## config.mk

```make
export PLATFORM = sky130hd
export DESIGN_NAME = ds_fifo_channel
export DESIGN_NICKNAME = d
export VERILOG_FILES = /design/src/rtl/gba_audio_pkg.sv /design/src/rtl/ds_fifo_mem.sv /design/src/rtl/ds_fifo_channel.sv
export SDC_FILE = /design/constraint.sdc
export NUM_CORES = 1
export LEC_CHECK = 0
export CAP_MARGIN = 20
export CORE_MARGIN = 10
export CORE_UTILIZATION = 30
export CTS_CLUSTER_DIAMETER = 60
export DETAILED_ROUTE_END_ITERATION = 10
export PLACE_DENSITY = 0.54
export SYNTH_ARGS = -nofsm -noshare
export SYNTH_HDL_FRONTEND = slang
export SYNTH_SLANG_ARGS = --single-unit
```

## constraint.sdc

```tcl
create_clock -name clock -period 4.7 [get_ports clock]
set_clock_uncertainty 0.15 [all_clocks]
set_input_delay 0.705 -clock clock [delete_from_list [all_inputs] [get_ports clock]]
set_output_delay 0.705 -clock clock [all_outputs]
set_load 0.02 [all_outputs]
```

## src/rtl/gba_audio_pkg.sv

```systemverilog
// rtl/gba_audio_pkg.sv - shared GBA audio types, constants and sample expansion helper
// Purpose: common definitions for the Direct Sound FIFO channel and mixer.
// Contents: ds_sample_t (signed 8-bit FIFO sample), audio_wave_t (24-bit mixer word),
//           DS_FIFO_BYTES / DS_REQ_LEVEL defaults, ds_expand() sample widening.
package gba_audio_pkg;

  typedef logic signed [7:0] ds_sample_t;
  typedef logic [23:0]       audio_wave_t;

  localparam int DS_FIFO_BYTES = 32;
  localparam int DS_REQ_LEVEL  = 16;

  // Sign-extend to 24 bits first, then shift; bits shifted past bit 23 are lost.
  function automatic audio_wave_t ds_expand(input ds_sample_t s, input int unsigned shift);
    audio_wave_t ext;
    ext = {{16{s[7]}}, s};
    return ext << shift;
  endfunction

endpackage

```

## src/rtl/ds_fifo_mem.sv

```systemverilog
// rtl/ds_fifo_mem.sv - FIFO_BYTES x 8 storage with 32-bit word write and byte read
// Purpose: sample storage for one Direct Sound channel.
// Ports:
//   clock    in   system clock
//   we_i     in   write strobe, stores all four bytes of wdata_i
//   waddr_i  in   word address (byte address / 4)
//   wdata_i  in   four samples, bits 7:0 land at the lowest byte address
//   raddr_i  in   byte address to read
//   rdata_o  out  combinational read of the addressed byte
module ds_fifo_mem
  import gba_audio_pkg::*;
#(
  parameter int FIFO_BYTES = DS_FIFO_BYTES
) (
  input  logic                            clock,
  input  logic                            we_i,
  input  logic [$clog2(FIFO_BYTES)-3:0]   waddr_i,
  input  logic [31:0]                     wdata_i,
  input  logic [$clog2(FIFO_BYTES)-1:0]   raddr_i,
  output ds_sample_t                      rdata_o
);

  logic [7:0] mem_q [FIFO_BYTES];

  // Storage carries no reset: contents are only ever read behind the count.
  always_ff @(posedge clock) begin
    if (we_i) begin
      for (int i = 0; i < 4; i++) begin
        mem_q[{waddr_i, 2'(i)}] <= wdata_i[8*i +: 8];
      end
    end
  end

  assign rdata_o = ds_sample_t'(mem_q[raddr_i]);

endmodule

```

## src/rtl/ds_fifo_channel.sv

```systemverilog
// rtl/ds_fifo_channel.sv - one Direct Sound channel: word FIFO, timer-paced pop, DMA request
// Purpose: buffers CPU/DMA words, plays one signed byte per selected timer overflow,
//          and requests a refill when the FIFO drains to REQ_LEVEL bytes.
// Optional feature: define DS_FIFO_OVERRUN_FLAG_EN to add the sticky 'overrun' output.
// Ports:
//   clock       in   system clock
//   reset       in   asynchronous active-low reset
//   fifo_wr     in   push strobe for fifo_wdata (4 samples, byte 0 first)
//   fifo_wdata  in   32-bit sample word
//   timer0_ovf  in   timer 0 overflow pulse
//   timer1_ovf  in   timer 1 overflow pulse
//   timer_num   in   selects which timer paces playback
//   fifo_reset  in   level clear from the mixer
//   sample_out  out  current sample, sign-extended and shifted, 24 bits
//   dma_req     out  one-cycle refill request
//   fifo_count  out  bytes held
//   overrun     out  sticky drop/underrun flag (DS_FIFO_OVERRUN_FLAG_EN only)
module ds_fifo_channel
  import gba_audio_pkg::*;
#(
  parameter int FIFO_BYTES   = DS_FIFO_BYTES,
  parameter int REQ_LEVEL    = DS_REQ_LEVEL,
  parameter int SAMPLE_SHIFT = 8
) (
  input  logic                          clock,
  input  logic                          reset,
  input  logic                          fifo_wr,
  input  logic [31:0]                   fifo_wdata,
  input  logic                          timer0_ovf,
  input  logic                          timer1_ovf,
  input  logic                          timer_num,
  input  logic                          fifo_reset,
  output audio_wave_t                   sample_out,
  output logic                          dma_req,
`ifdef DS_FIFO_OVERRUN_FLAG_EN
  output logic                          overrun,
`endif
  output logic [$clog2(FIFO_BYTES):0]   fifo_count
);

  localparam int AW = $clog2(FIFO_BYTES);
  localparam int CW = AW + 1;

  logic [AW-3:0] wr_ptr_q, wr_ptr_d;
  logic [AW-1:0] rd_ptr_q, rd_ptr_d;
  logic [CW-1:0] count_q, count_d;
  audio_wave_t   sample_q, sample_d;
  logic          dma_q, dma_d;
  logic          fifo_reset_q;

  logic       tick, full, empty, push, pop;
  ds_sample_t rd_byte;

  assign tick  = timer_num ? timer1_ovf : timer0_ovf;
  // Full/empty come from the pre-cycle count, so a same-cycle pop never sees the pushed word.
  assign full  = count_q > CW'(FIFO_BYTES - 4);
  assign empty = count_q == '0;
  assign push  = fifo_wr && !full;
  assign pop   = tick && !empty;

  ds_fifo_mem #(.FIFO_BYTES(FIFO_BYTES)) u_mem (
    .clock   (clock),
    .we_i    (push && !fifo_reset),
    .waddr_i (wr_ptr_q),
    .wdata_i (fifo_wdata),
    .raddr_i (rd_ptr_q),
    .rdata_o (rd_byte)
  );

  always_comb begin
    wr_ptr_d = wr_ptr_q;
    rd_ptr_d = rd_ptr_q;
    count_d  = count_q;
    sample_d = sample_q;
    dma_d    = 1'b0;
    if (fifo_reset) begin
      wr_ptr_d = '0;
      rd_ptr_d = '0;
      count_d  = '0;
      sample_d = '0;
    end else begin
      if (push) wr_ptr_d = wr_ptr_q + 1'b1;
      if (pop) begin
        rd_ptr_d = rd_ptr_q + 1'b1;
        sample_d = ds_expand(rd_byte, SAMPLE_SHIFT);
      end
      count_d = count_q + (push ? CW'(4) : CW'(0)) - (pop ? CW'(1) : CW'(0));
      // Crossing down to REQ_LEVEL, or the first cycle after a clear (FIFO now empty).
      dma_d = (pop && !push && count_q == CW'(REQ_LEVEL + 1)) || fifo_reset_q;
    end
  end

  always_ff @(posedge clock or negedge reset) begin
    if (!reset) begin
      wr_ptr_q     <= '0;
      rd_ptr_q     <= '0;
      count_q      <= '0;
      sample_q     <= '0;
      dma_q        <= 1'b0;
      fifo_reset_q <= 1'b0;
    end else begin
      wr_ptr_q     <= wr_ptr_d;
      rd_ptr_q     <= rd_ptr_d;
      count_q      <= count_d;
      sample_q     <= sample_d;
      dma_q        <= dma_d;
      fifo_reset_q <= fifo_reset;
    end
  end

`ifdef DS_FIFO_OVERRUN_FLAG_EN
  logic overrun_q, overrun_d;

  always_comb begin
    overrun_d = overrun_q;
    if (fifo_reset) overrun_d = 1'b0;
    else if ((fifo_wr && full) || (tick && empty)) overrun_d = 1'b1;
  end

  always_ff @(posedge clock or negedge reset) begin
    if (!reset) overrun_q <= 1'b0;
    else        overrun_q <= overrun_d;
  end

  assign overrun = overrun_q;
`endif

  assign sample_out = sample_q;
  // A request registered just before fifo_reset rises is masked while the clear is held.
  assign dma_req    = dma_q && !fifo_reset;
  assign fifo_count = count_q;

endmodule

```

-- Word-level counts from Yosys, hierarchy flattened
Memories as Yosys holds them, arrays and structs flattened.
Cells that the tools add are included.
- register bits: 40
- memory bits (writable): 256
- bits of input ports: 39
- output and inout port bits: 31
- logic and storage cells: 40
- memories kept: 1
- add/subtract/negate cells: 4
- order comparisons: 1
- equal/unequal tests: 1
- mux-type cells: 13
- reduce and logical (&&, ||, !) cells: 14
- memories (memory ; words ; width ; read ports ; clocked after memory_dff ; wr ports ; RTL line ; RTL):
    u_mem.mem_q ; 32 ; 8 ; 1 ; 0 ; 4 ; ds_fifo_mem.sv:23 ; logic [7:0] mem_q [FIFO_BYTES];
- operators by type and width (operator ; number):
    24-bit 2-to-1 mux ; 2
    5-bit 2-to-1 mux ; 2
    3-bit 2-to-1 mux ; 3
    6-bit by 3-bit adder with 6-bit output ; 1
    6-bit by 5-bit == test with 1-bit output (second input constant) ; 1
    6-bit by 5-bit greater-than comparator with 1-bit output (second input constant) ; 1
    1-bit logical AND ; 6
    6-bit logical NOT ; 1
    6-bit 2-to-1 mux ; 1
    6-bit by 1-bit subtractor with 6-bit output ; 1
    5-bit by 1-bit adder with 5-bit output (second input constant) ; 1
    1-bit 2-to-1 mux ; 5
    1-bit logical NOT ; 4
    2-bit nonzero test ; 2
    3-bit by 1-bit adder with 3-bit output (second input constant) ; 1
    1-bit logical OR ; 1

-- Logic depth before layout (Yosys ltp)
- depth in word-level cells: 8
- gate-level depth with buffers: 11

-- Cells and area by module
Synthesis repeated with hierarchy kept, for this count alone.
- cell total of the unflattened synthesis: 510
- area, all modules: 11143.2 um^2
- by module, submodules not included (module ; instances ; cells an instance ; area each (um^2) ; sequential area each (um^2)):
    ds_fifo_mem ; 1 ; 376 ; 9740.6 ; 7687.4
    ds_fifo_channel ; 1 ; 134 ; 1402.6 ; 600.6

-- Least setup slack after synthesis
OpenSTA, ideal clock, no wires.
- path kind: register to register
- from: register count_q[5], in the netlist fifo_count[5]
- to: memory u_mem.mem_q[16][0] (enable)
- arrival time: 3945 ps
- setup slack: 137 ps
- cell stages (with the launch flop): 7
- path through: dfrtp_1 -> inv_1 -> ha_1 -> and3_1 -> o211ai_1 -> or3_1 -> nor3b_1
- RTL lines (element ; RTL line ; RTL):
    start: declaration ; ds_fifo_channel.sv:46 ; logic [CW-1:0] count_q, count_d;
    start signal: assignment ; ds_fifo_channel.sv:104 ; count_q <= count_d;
    end: declaration ; ds_fifo_mem.sv:23 ;

-- Final worst setup path
- from: register rd_ptr_q[0]
- to: register sample_q[11], in the netlist sample_out[11]
- longest elaborated chain between the ends: 3
- ends and longest elaborated chain (element ; RTL line ; RTL):
    start: declaration ; ds_fifo_channel.sv:45 ; logic [AW-1:0] rd_ptr_q, rd_ptr_d;
    start signal: assignment ; ds_fifo_channel.sv:103 ; rd_ptr_q <= rd_ptr_d;
    memory 32 x 8 bit ; -- ;
    24-bit 2-to-1 mux ; ds_fifo_channel.sv:83 ; if (pop) begin
    24-bit 2-to-1 mux ; ds_fifo_channel.sv:76 ; if (fifo_reset) begin
    end signal: assignment ; ds_fifo_channel.sv:105 ; sample_q <= sample_d;
    end: declaration ; ds_fifo_channel.sv:47 ; audio_wave_t sample_q, sample_d;
No other way between the ends. The select of a mux whose other input is x is not followed.
A chain may end at the register's enable or synchronous reset.

==> results.cfg <==
[timing]
hold_viol = 0
fmax_mhz = 316.6
final-max-slew-violation-count = 0
setup_ws_ns = 1.542
worst_slew_pin_slew_ns = 1.115
relSlewSlack = 0.2543
period_needed_ns = 3.158
timing.setup.tns_ns = 0
setup_viol = 0
rsz0062_at_grt = no
min_period_over_period = 0.6720

[worst_hold_path]
hold_depth = 2
hold_class = reg2reg
min_to = dma_q
worstHoldStart = fifo_reset_q

[yosys]
ys.flop_type = edfxtp_1
ys_seq_area_frac = 0.7435
synthArstFlopShare = 0.08571
synth_top_family_by_area = multiplexers
synthMuxAreaShare = 0.1355
synth_fa_ha_area_frac = 0.01190
netlist_area_sq_um = 11150
yosys_register_bits = 280
syn_inst = 592
synth-simple-area-share = 0.03648
avgSynthCellArea_sq_um = 18.83
synth_cell_type_count = 46
synthXorXnorAreaFrac = 0.007857
synth_compound_area_frac = 0.03693
synth_edf_count = 256
ys_warn_count = 0

[global_route]
antenna_found_initial = 1
overflow = 0
grt_util_all_layers = 0.1140
grt_pass1_wl_um = 38570
grt_pass1_vias = 5906
grt_max_degree = 38

[route]
via_count = 5649
drc_errors = 0
via_per_inst = 4.849
wl_per_cell_um = 22.25
ant_nets = 0
drtIter0Drc = 396
drtPass1Iterations = 5
wirelength_um = 25920

[pwr]
peakVddDrop_mv = 0.3416
total_leakage_power_uw = 0.004352
power.density_nw_per_um2 = 507.9

[setup_path]
worstPathRequired_ns = 5.00
cp.arrival_ns = 3.46
end_kind = register
criticalPathCategory = reg2reg
path_delay_family = flip-flops
r2r-end = sample_out[11]
r2r-start = rd_ptr_q[0]
crit_slowest_cell = dfrtp_4
path_cells = buf_4 -> mux4_2 -> mux2i_1 -> nor2_1 -> or4_1 -> a32o_1
r2r_slack_ns = 1.54
cpPeakStageDelay_ns = 0.90
path_buf_inv = 1
startpoint_type = register
crit_fanout = 37
reg2reg_depth = 6

[clocking]
numCtsBuffers = 31
cts_tree = built
cts_resized = 0
clk_latency_ns = 0.56
clock-root-buffer = clkbuf_16
clock_sink_count = 280
cts_setup_buffers = 0
htree_num_levels = 1
clkSlewWorstSetupHoldPaths_ns = 0.06
hold_buffers = 0
clk_path_buf_depth = 3

[floorplanning]
start_util = 0.3045
die_w_um = 212.8
ios = 70
fp.coreArea_sq_um = 36610
rows = 70
fp.dieArea_sq_um = 45270
die_h_um = 212.8

[flow_run]
cap_violations = 0

[final_layout]
fin_nets = 721
insertedDiodeCount = 0
area_growth_pct = 20.59
fillers = 3383
final_cell_count_no_fill = 1165
fin_util = 0.3672
layout_commonest_cell = edfxtp_1
mostFrequentLayoutCells = edfxtp_1 (256), clkdlybuf4s50_1 (61), mux2i_1 (56), mux4_2 (39)
drive_above_1_share = 0.1894

[placed_design]
io_buffers = 61
pre_cts_ws_ns = 1.206
dpl.hpwl_um = 15740
place_congestion = 0.7493
place_inst = 1106

[run_status]
status = finished, final reports clean
[power by group]
group          switching [uW]  leakage (uW)  internal, uW  total, uW
Combinational             618       0.00119           652       1270
Clock                    1010      0.000536          1540       2540
Sequential                171       0.00263          2840       3020
Total                    1790       0.00435          5030       6830
[worst register-to-register path: stages, from the launching register on]
cell and delay, ns:
dfrtp_4 0.90, buf_4 0.45, mux4_2 0.56, mux2i_1 0.14, nor2_1 0.05, or4_1 0.54, a32o_1 0.26
[kinds of logic after synthesis]
| kind of cell | Yosys count |
|---|---|
| buffers and inverters | 53 |
| xor gates and xnor gates | 10 |
| muxes | 100 |
| and+or+nand+nor | 81 |
| other | 1 |
| adders and majority gates | 10 |
| DFF | 280 |
| AOI/OAI and AO/OA | 57 |
[layout make-up]
class / instances / area [sq um] / share of cell area
flip-flops and latches: 280 / 8293 / 0.6170
multi-input cells: 266 / 2624 / 0.1952
clock buffers: 37 / 818.3 / 0.06088
repair buffers: 86 / 818.3 / 0.06088
well taps: 468 / 585.6 / 0.04356
clock inverters: 21 / 276.5 / 0.02057
inverters: 7 / 26.28 / 0.001955
[flip-flops by register name, summed over array words and instances, names as in the netlist]
register      flops
fifo_reset_q      1
fifo_count        6
wr_ptr_q          3
sample_out        8
dma_q             1
rd_ptr_q          5
u_mem.mem_q     256
[worst max-delay path by stage]
stage / end / depth (start not counted) / startpoint
2_1_floorplan: u_mem.mem_q[16][0] / 6 / fifo_count[5]
3_3_place_gp: u_mem.mem_q[0][1] / 5 / fifo_wr
3_5_place_dp: u_mem.mem_q[0][1] / 5 / fifo_wr
4_1_cts: sample_out[11] / 6 / rd_ptr_q[0]
5_1_grt: u_mem.mem_q[1][1] / 7 / fifo_count[5]
6_report: sample_out[11] / 6 / rd_ptr_q[0]
[per-layer routing]
| layer | vias to the layer above | wire length (um) | track usage |
|---|---|---|---|
| li1 | 2519 | - | - |
| met1 | 2945 | 11970 | 0.1566 |
| met2 | 151 | 12220 | 0.1853 |
| met3 | 34 | 1334 | 0.01994 |
| met4 | 0 | 401 | 0.02388 |
| met5 | - | 0 | 0 |
[cell usage after synthesis (3+ instances only)]
cell	n	area [sq um]
edfxtp_1	256	7687
mux2i_1	56	560.5
mux4_2	39	878.3
nor2_1	33	123.9
dfrtp_1	24	600.6
buf_4	16	120.1
nand2_1	14	52.55
buf_2	13	65.06
a21oi_1	11	55.05
clkbuf_1	9	33.78
ha_1	9	112.6
o22ai_1	9	56.30
a22oi_1	7	52.55
a32o_1	7	70.07
inv_1	7	26.28
nor2b_1	7	43.79
or4_1	7	52.55
nor3b_1	6	45.04
o21bai_1	6	45.04
o221ai_1	6	52.55
buf_1	5	18.77
xnor2_1	5	43.79
xor2_1	5	43.79
mux2_2	4	45.04
a31oi_1	3	18.77
nand2b_1	3	18.77
[stage by stage]
step / cell area (sq um) / hold slack [ns] / power (uW)
5_1_grt: 13440 / 0.3674 / 7124
3_5_place_dp: 12320 / 0.3201 / 4367
3_3_place_gp: 12320 / 0.3277 / 4361
2_1_floorplan: 11170 / 0.2594 / 3951
4_1_cts: 13410 / 0.3469 / 6913
6_report: 13440 / 0.3435 / 6827
(Power assumes the default switching activity.)
